File: src/rtl/layer_compositor_if.sv
// layer_compositor_if: pixel-side inputs and composited/overlap outputs of the layer compositor
// Signals: frame_start, pix_valid, layer_en, layer_mask, layer_rgb, bg_rgb (source -> compositor)
//          out_valid, out_rgb, out_layer, col_frame, hit_cnt, col_strobe (compositor -> sink)
// Modports: master = pixel source / result consumer, slave = compositor
interface layer_compositor_if #(
    parameter int NUM_LAYERS = 6,
    parameter int RGB_W = 12,
    parameter int CNT_W = 16
);
    localparam int LIDX_W = $clog2(NUM_LAYERS + 1);
    logic frame_start;
    logic pix_valid;
    logic [NUM_LAYERS-1:0] layer_en;
    logic [NUM_LAYERS-1:0] layer_mask;
    logic [NUM_LAYERS*RGB_W-1:0] layer_rgb;
    logic [RGB_W-1:0] bg_rgb;
    logic out_valid;
    logic [RGB_W-1:0] out_rgb;
    logic [LIDX_W-1:0] out_layer;
    logic [NUM_LAYERS-1:0] col_frame;
    logic [CNT_W-1:0] hit_cnt;
    logic col_strobe;
    modport master (
        output frame_start, pix_valid, layer_en, layer_mask, layer_rgb, bg_rgb,
        input out_valid, out_rgb, out_layer, col_frame, hit_cnt, col_strobe
    );
    modport slave (
        input frame_start, pix_valid, layer_en, layer_mask, layer_rgb, bg_rgb,
        output out_valid, out_rgb, out_layer, col_frame, hit_cnt, col_strobe
    );
endinterface

File: src/rtl/layer_compositor.sv
// layer_compositor: two-stage priority compositor of sprite layers over a background with per-frame overlap detection
// Ports: clk pixel clock; rst synchronous active-low reset;
//        bus (slave) carries pixel inputs and the composited colour/layer plus overlap report
module layer_compositor #(
    parameter int NUM_LAYERS = 6,
    parameter int RGB_W = 12,
    parameter logic [RGB_W-1:0] KEY_COLOR = '0,
    parameter int CNT_W = 16
) (
    input logic clk,
    input logic rst,
    layer_compositor_if.slave bus
);
    localparam int LIDX_W = $clog2(NUM_LAYERS + 1);
    logic [NUM_LAYERS-1:0] opq_in, opq, sticky, sticky_nxt;
    logic [NUM_LAYERS*RGB_W-1:0] rgb;
    logic [RGB_W-1:0] bg, win_rgb;
    logic [LIDX_W-1:0] win_idx;
    logic valid, hit;
    logic [CNT_W-1:0] run_cnt, cnt_nxt;
    always_comb begin
        opq_in = '0;
        for (int i = 0; i < NUM_LAYERS; i++)
            opq_in[i] = bus.layer_en[i] & bus.layer_mask[i] & (bus.layer_rgb[i*RGB_W +: RGB_W] != KEY_COLOR);
    end
    // scanning downward leaves the lowest opaque index as the winner
    always_comb begin
        win_rgb = bg;
        win_idx = LIDX_W'(NUM_LAYERS);
        for (int i = NUM_LAYERS - 1; i >= 0; i--)
            if (opq[i]) begin
                win_rgb = rgb[i*RGB_W +: RGB_W];
                win_idx = LIDX_W'(i);
            end
    end
    assign hit = valid && ($countones(opq) >= 2);
    assign sticky_nxt = hit ? sticky | opq : sticky;
    assign cnt_nxt = (hit && run_cnt != '1) ? run_cnt + 1'b1 : run_cnt;
    always_ff @(posedge clk) begin
        if (!rst) begin
            opq <= '0;
            rgb <= '0;
            bg <= '0;
            valid <= 1'b0;
            sticky <= '0;
            run_cnt <= '0;
            bus.out_valid <= 1'b0;
            bus.out_rgb <= '0;
            bus.out_layer <= '0;
            bus.col_frame <= '0;
            bus.hit_cnt <= '0;
            bus.col_strobe <= 1'b0;
        end else begin
            opq <= opq_in;
            rgb <= bus.layer_rgb;
            bg <= bus.bg_rgb;
            valid <= bus.pix_valid;
            bus.out_valid <= valid;
            bus.out_rgb <= valid ? win_rgb : '0;
            bus.out_layer <= valid ? win_idx : LIDX_W'(NUM_LAYERS);
            bus.col_strobe <= bus.frame_start;
            // the pixel sitting in stage 1 at frame_start still belongs to the closing frame
            if (bus.frame_start) begin
                bus.col_frame <= sticky_nxt;
                bus.hit_cnt <= cnt_nxt;
                sticky <= '0;
                run_cnt <= '0;
            end else begin
                sticky <= sticky_nxt;
                run_cnt <= cnt_nxt;
            end
        end
    end
endmodule

File: src/flat_wrapper.sv
// flat-port wrapper written by rule: the top's interface ports become plain ports
module layer_compositor_flat 
#(
    parameter int NUM_LAYERS = 6,
    parameter int RGB_W = 12,
    parameter logic [RGB_W-1:0] KEY_COLOR = '0,
    parameter int CNT_W = 16
)
  (clk, rst, bus_frame_start, bus_pix_valid, bus_layer_en, bus_layer_mask, bus_layer_rgb, bus_bg_rgb, bus_out_valid, bus_out_rgb, bus_out_layer, bus_col_frame, bus_hit_cnt, bus_col_strobe);
  layer_compositor_if #(.NUM_LAYERS(NUM_LAYERS), .RGB_W(RGB_W), .CNT_W(CNT_W)) bus_i ();
  input logic clk;
  input logic rst;
  input wire logic [$bits(bus_i.frame_start)-1:0] bus_frame_start;
  input wire logic [$bits(bus_i.pix_valid)-1:0] bus_pix_valid;
  input wire logic [$bits(bus_i.layer_en)-1:0] bus_layer_en;
  input wire logic [$bits(bus_i.layer_mask)-1:0] bus_layer_mask;
  input wire logic [$bits(bus_i.layer_rgb)-1:0] bus_layer_rgb;
  input wire logic [$bits(bus_i.bg_rgb)-1:0] bus_bg_rgb;
  output wire logic [$bits(bus_i.out_valid)-1:0] bus_out_valid;
  output wire logic [$bits(bus_i.out_rgb)-1:0] bus_out_rgb;
  output wire logic [$bits(bus_i.out_layer)-1:0] bus_out_layer;
  output wire logic [$bits(bus_i.col_frame)-1:0] bus_col_frame;
  output wire logic [$bits(bus_i.hit_cnt)-1:0] bus_hit_cnt;
  output wire logic [$bits(bus_i.col_strobe)-1:0] bus_col_strobe;
  assign bus_i.frame_start = bus_frame_start;
  assign bus_i.pix_valid = bus_pix_valid;
  assign bus_i.layer_en = bus_layer_en;
  assign bus_i.layer_mask = bus_layer_mask;
  assign bus_i.layer_rgb = bus_layer_rgb;
  assign bus_i.bg_rgb = bus_bg_rgb;
  assign bus_out_valid = bus_i.out_valid;
  assign bus_out_rgb = bus_i.out_rgb;
  assign bus_out_layer = bus_i.out_layer;
  assign bus_col_frame = bus_i.col_frame;
  assign bus_hit_cnt = bus_i.hit_cnt;
  assign bus_col_strobe = bus_i.col_strobe;
  layer_compositor #(.NUM_LAYERS(NUM_LAYERS), .RGB_W(RGB_W), .KEY_COLOR(KEY_COLOR), .CNT_W(CNT_W)) u_core (.clk(clk), .rst(rst), .bus(bus_i));
endmodule
File: config.mk
export PLATFORM = sky130hd
export DESIGN_NAME = layer_compositor_flat
export DESIGN_NICKNAME = d
export VERILOG_FILES = /design/src/rtl/layer_compositor_if.sv /design/src/rtl/layer_compositor.sv /design/src/flat_wrapper.sv
export SDC_FILE = /design/constraint.sdc
export NUM_CORES = 1
export LEC_CHECK = 0
export BUFFER_PORTS_ARGS = -buffer_cell sky130_fd_sc_hd__clkbuf_2
export CAP_MARGIN = 20
export CORE_MARGIN = 10
export CORE_UTILIZATION = 30
export CTS_CLUSTER_DIAMETER = 30
export DETAILED_ROUTE_END_ITERATION = 7
export GPL_TIMING_DRIVEN = 0
export PLACE_DENSITY = 0.58
export SYNTH_ARGS = -nofsm -noshare
export SYNTH_HDL_FRONTEND = slang
export SYNTH_SLANG_ARGS = --single-unit
File: constraint.sdc
create_clock -name clk -period 6.2 [get_ports clk]
set_input_delay 0.62 -clock clk [delete_from_list [all_inputs] [get_ports clk]]
set_output_delay 0.62 -clock clk [all_outputs]
set_load 0.05 [all_outputs]
==> reports/results.txt <==
CP endpoint - u_core.bus.col_frame[4]
Worst-Margin Slew - 727.3 ps
r2r setup slk - 2770 ps
multiplexer share of the synthesized area - 2.947%
PwrDens - 310.8 nW/um^2
grt met1 use - 16.65%
met3 usage - 5.647%
VDD IR max - 0.1904 mV
required time worst endpoint - 6470 ps
Ports - 139
main combinational cell family by area after synthesis - simple AND/OR/NAND/NOR gates
final WL - 16300 um
CTS Sinks - 152
dpl hpwl - 12840 um
Residual DRC - 0
period utilization - 55.37%
initial antenna violation count - 1
per-cell routed wire length - 16.77 um
status - finished clean
Yosys warnings - 0
Worst Setup Path Type - reg -> reg
# setup viols final - 0
core area - 18150 sq um
die area - 24550 sq um
CTS tree - done
global-route wire length before repair - 25360 um
syn_nets - 682
M2 GR Usage - 20.83%
Critical R2R Launch - u_core.opq[2]
Synth Area in Simple Gates - 24.74%
Via density - 4.553
clock insertion delay at the later pin of the skew report - 420 ps
Initial Util - 30.88%
Hold-fix buffers, CTS - 0
vias in the first global route - 4606
post-synthesis sequential area ratio - 54.30%
Detailed Routing Iterations Pass 1 - 5
RSZ-0062 raised after global routing - no
Nets - 838
number of H-tree levels - 4
P&R area growth vs syn - 27.66%
R2R Path End - u_core.bus.col_frame[4]
fmax - 0.2913 GHz
CP Launch Point - u_core.opq[2]
initial DRC count - 210
share of cells above drive strength 1 - 25.91%
Critical Path End Type - register
PortBufs - 137
Final Hold Vio Count - 0
Die W - 156.7 um
Post-Syn Area per Cell - 9.797 sq um
post-synthesis cell area - 5604 sq um
Row Count - 49
GR peak layer - met2
main flop type after synthesis - dfxtp_1
hold crit path type - in -> reg
GRT Residual Overflow - 0
EDFF count, synth - 0
Synth Register Bits - 152
Leakage Power - 0.002959 uW
Clock transition at path regs - 60 ps
DRT antenna net count - 0
Slew headroom - 51.30%
CP max FO - 10
Layout Skew - 8.651 ps
Clock Tree Root - clkbuf_16
Num CTS Buffers - 17
GRT Total Usage - 13.56%
Adder-Cell Fraction of Synth Area - 2.501%
Post-DP Area - 6576 sq um
Final GP Congestion - 0.8148
Final Cell Area - 7154 sq um
DR vias - 4426
fin. max-slew vios - 0
Synth Area in Compound Gates - 10.29%
Setup TNS - 0 ps
min Tclk post-route - 3433 ps
Cells after Synth - 572
post-synthesis xor/xnor area fraction - 2.032%
Yosys cell types - 43
Post-CTS Setup Bufs - 0
Clock Tree Buf Depth - 2
CTS resizes - 0
largest net degree at the start of global routing - 17
async set-reset flop share out of synthesis - 0%
number of max-cap violations - 0
Critical Path Source Type - register
Die Y - 156.7 um
crit path DAT - 3710 ps
Reg2Reg Depth - 11
## cell families after synthesis
logic type,count (synthesis)
DFF,152
buffers and inverters,47
AOI/OAI and AO/OA,91
adders and majority gates,10
xor gates and xnor gates,13
muxes,15
and+or+nand+nor,244
## how the worst min path moves through the flow
stage                                 from               end  cells after the start
after floorplan           u_core.sticky[0]  u_core.sticky[0]                      2
after global placement    u_core.sticky[2]  u_core.sticky[2]                      2
after detailed placement  u_core.sticky[1]  u_core.sticky[1]                      2
after CTS                    bus_bg_rgb[4]      u_core.bg[4]                      2
after global routing         bus_bg_rgb[4]      u_core.bg[4]                      2
final                        bus_bg_rgb[6]      u_core.bg[6]                      2
## report_power, final
part | total, uW | switching, uW | internal [uW]
Sequential | 1030 | 12.3 | 1020
Clock | 1010 | 409 | 602
Combinational | 183 | 114 | 69.1
## synthesized netlist by cell type, types with 2 or more instances
library cell / number / area share (%)
a221oi_1: 2 / 0.31
xor2_1: 2 / 0.31
mux2_2: 12 / 2.4
inv_1: 15 / 1.0
nand3_1: 13 / 1.2
nand2b_1: 2 / 0.22
nor3_1: 10 / 0.89
and2_1: 87 / 9.7
nand4_1: 3 / 0.33
ha_1: 8 / 1.8
buf_1: 4 / 0.27
o31ai_1: 11 / 1.5
xnor2_1: 11 / 1.7
mux2i_1: 3 / 0.54
fa_1: 2 / 0.71
nor4_2: 2 / 0.45
and3_1: 3 / 0.33
dfxtp_1: 152 / 54
nand4_2: 2 / 0.45
clkbuf_1: 26 / 1.7
a22oi_1: 10 / 1.3
nand2_1: 36 / 2.4
and4_1: 8 / 1.3
o21ai_1: 2 / 0.18
nor4_1: 20 / 2.2
buf_2: 2 / 0.18
nor2_1: 47 / 3.1
a211oi_1: 19 / 2.5
nor2b_1: 2 / 0.22
o21ai_0: 15 / 1.3
a21oi_1: 29 / 2.6
## metrics by stage
| step | power [uW] | cells | hold slack, ps | setup WS [ps] | util, % |
|---|---|---|---|---|---|
| floorplan | 1154 | 572 | 424.4 | 3228 | - |
| global placement | 1233 | 938 | 436.5 | 2771 | 36.24 |
| detailed placement | 1235 | 938 | 442.4 | 2766 | 36.24 |
| CTS | 2242 | 970 | 386.9 | 2742 | 39.40 |
| global route | 2305 | 971 | 386.7 | 2432 | 39.41 |
| finish | 2223 | 972 | 402.1 | 2767 | 39.42 |
## state kept, by name (all words and copies together) (netlist names), 3 cells and up
signal                count
u_core.bus.out_layer      3
u_core.bus.out_rgb       12
u_core.bg                12
u_core.bus.col_frame      6
u_core.rgb               72
u_core.sticky             6
u_core.bus.hit_cnt       16
u_core.opq                6
u_core.run_cnt           16
## worst max-delay path, cell delays in order (launching register included)
cell and delay (ps):
dfxtp_1 340, clkbuf_1 350, inv_1 100, clkbuf_1 280, ha_1 390, fa_1 400, ha_1 280, or3b_4 430
and2_0 170, clkbuf_1 160, a21oi_1 270, a211oi_1 120
## placed cells by master (no fill, tap or decap), drive strengths merged, types with 11 or more instances in the layout
master,instances
nor4,23
inv,16
o21ai,17
a21oi,29
o31ai,11
a211oi,19
nor3,11
nand3,13
xnor2,11
and2,88
clkbuf,184
nand2,37
nor2,47
mux2,12
dfxtp,152
## routing by layer
metal	wire length, um	vias up
met5	0	-
met3	1390	17
li1	-	2285
met2	7176	124
met1	7440	2000
met4	296	0
## final cells by class
| class | instances | area, sq um |
|---|---|---|
| diodes | 2 | 5.005 |
| well taps | 229 | 286.5 |
| multi-input cells | 373 | 2382 |
| flip-flops and latches | 152 | 3043 |
| repair buffers | 137 | 685.7 |
| inverters | 15 | 56.30 |
| fillers | 1881 | 10990 |
| clock buffers | 21 | 450.4 |
| clock inverters | 11 | 122.6 |
| plain buffers | 32 | 122.6 |
Note: power is estimated with default switching activity, not from simulation.
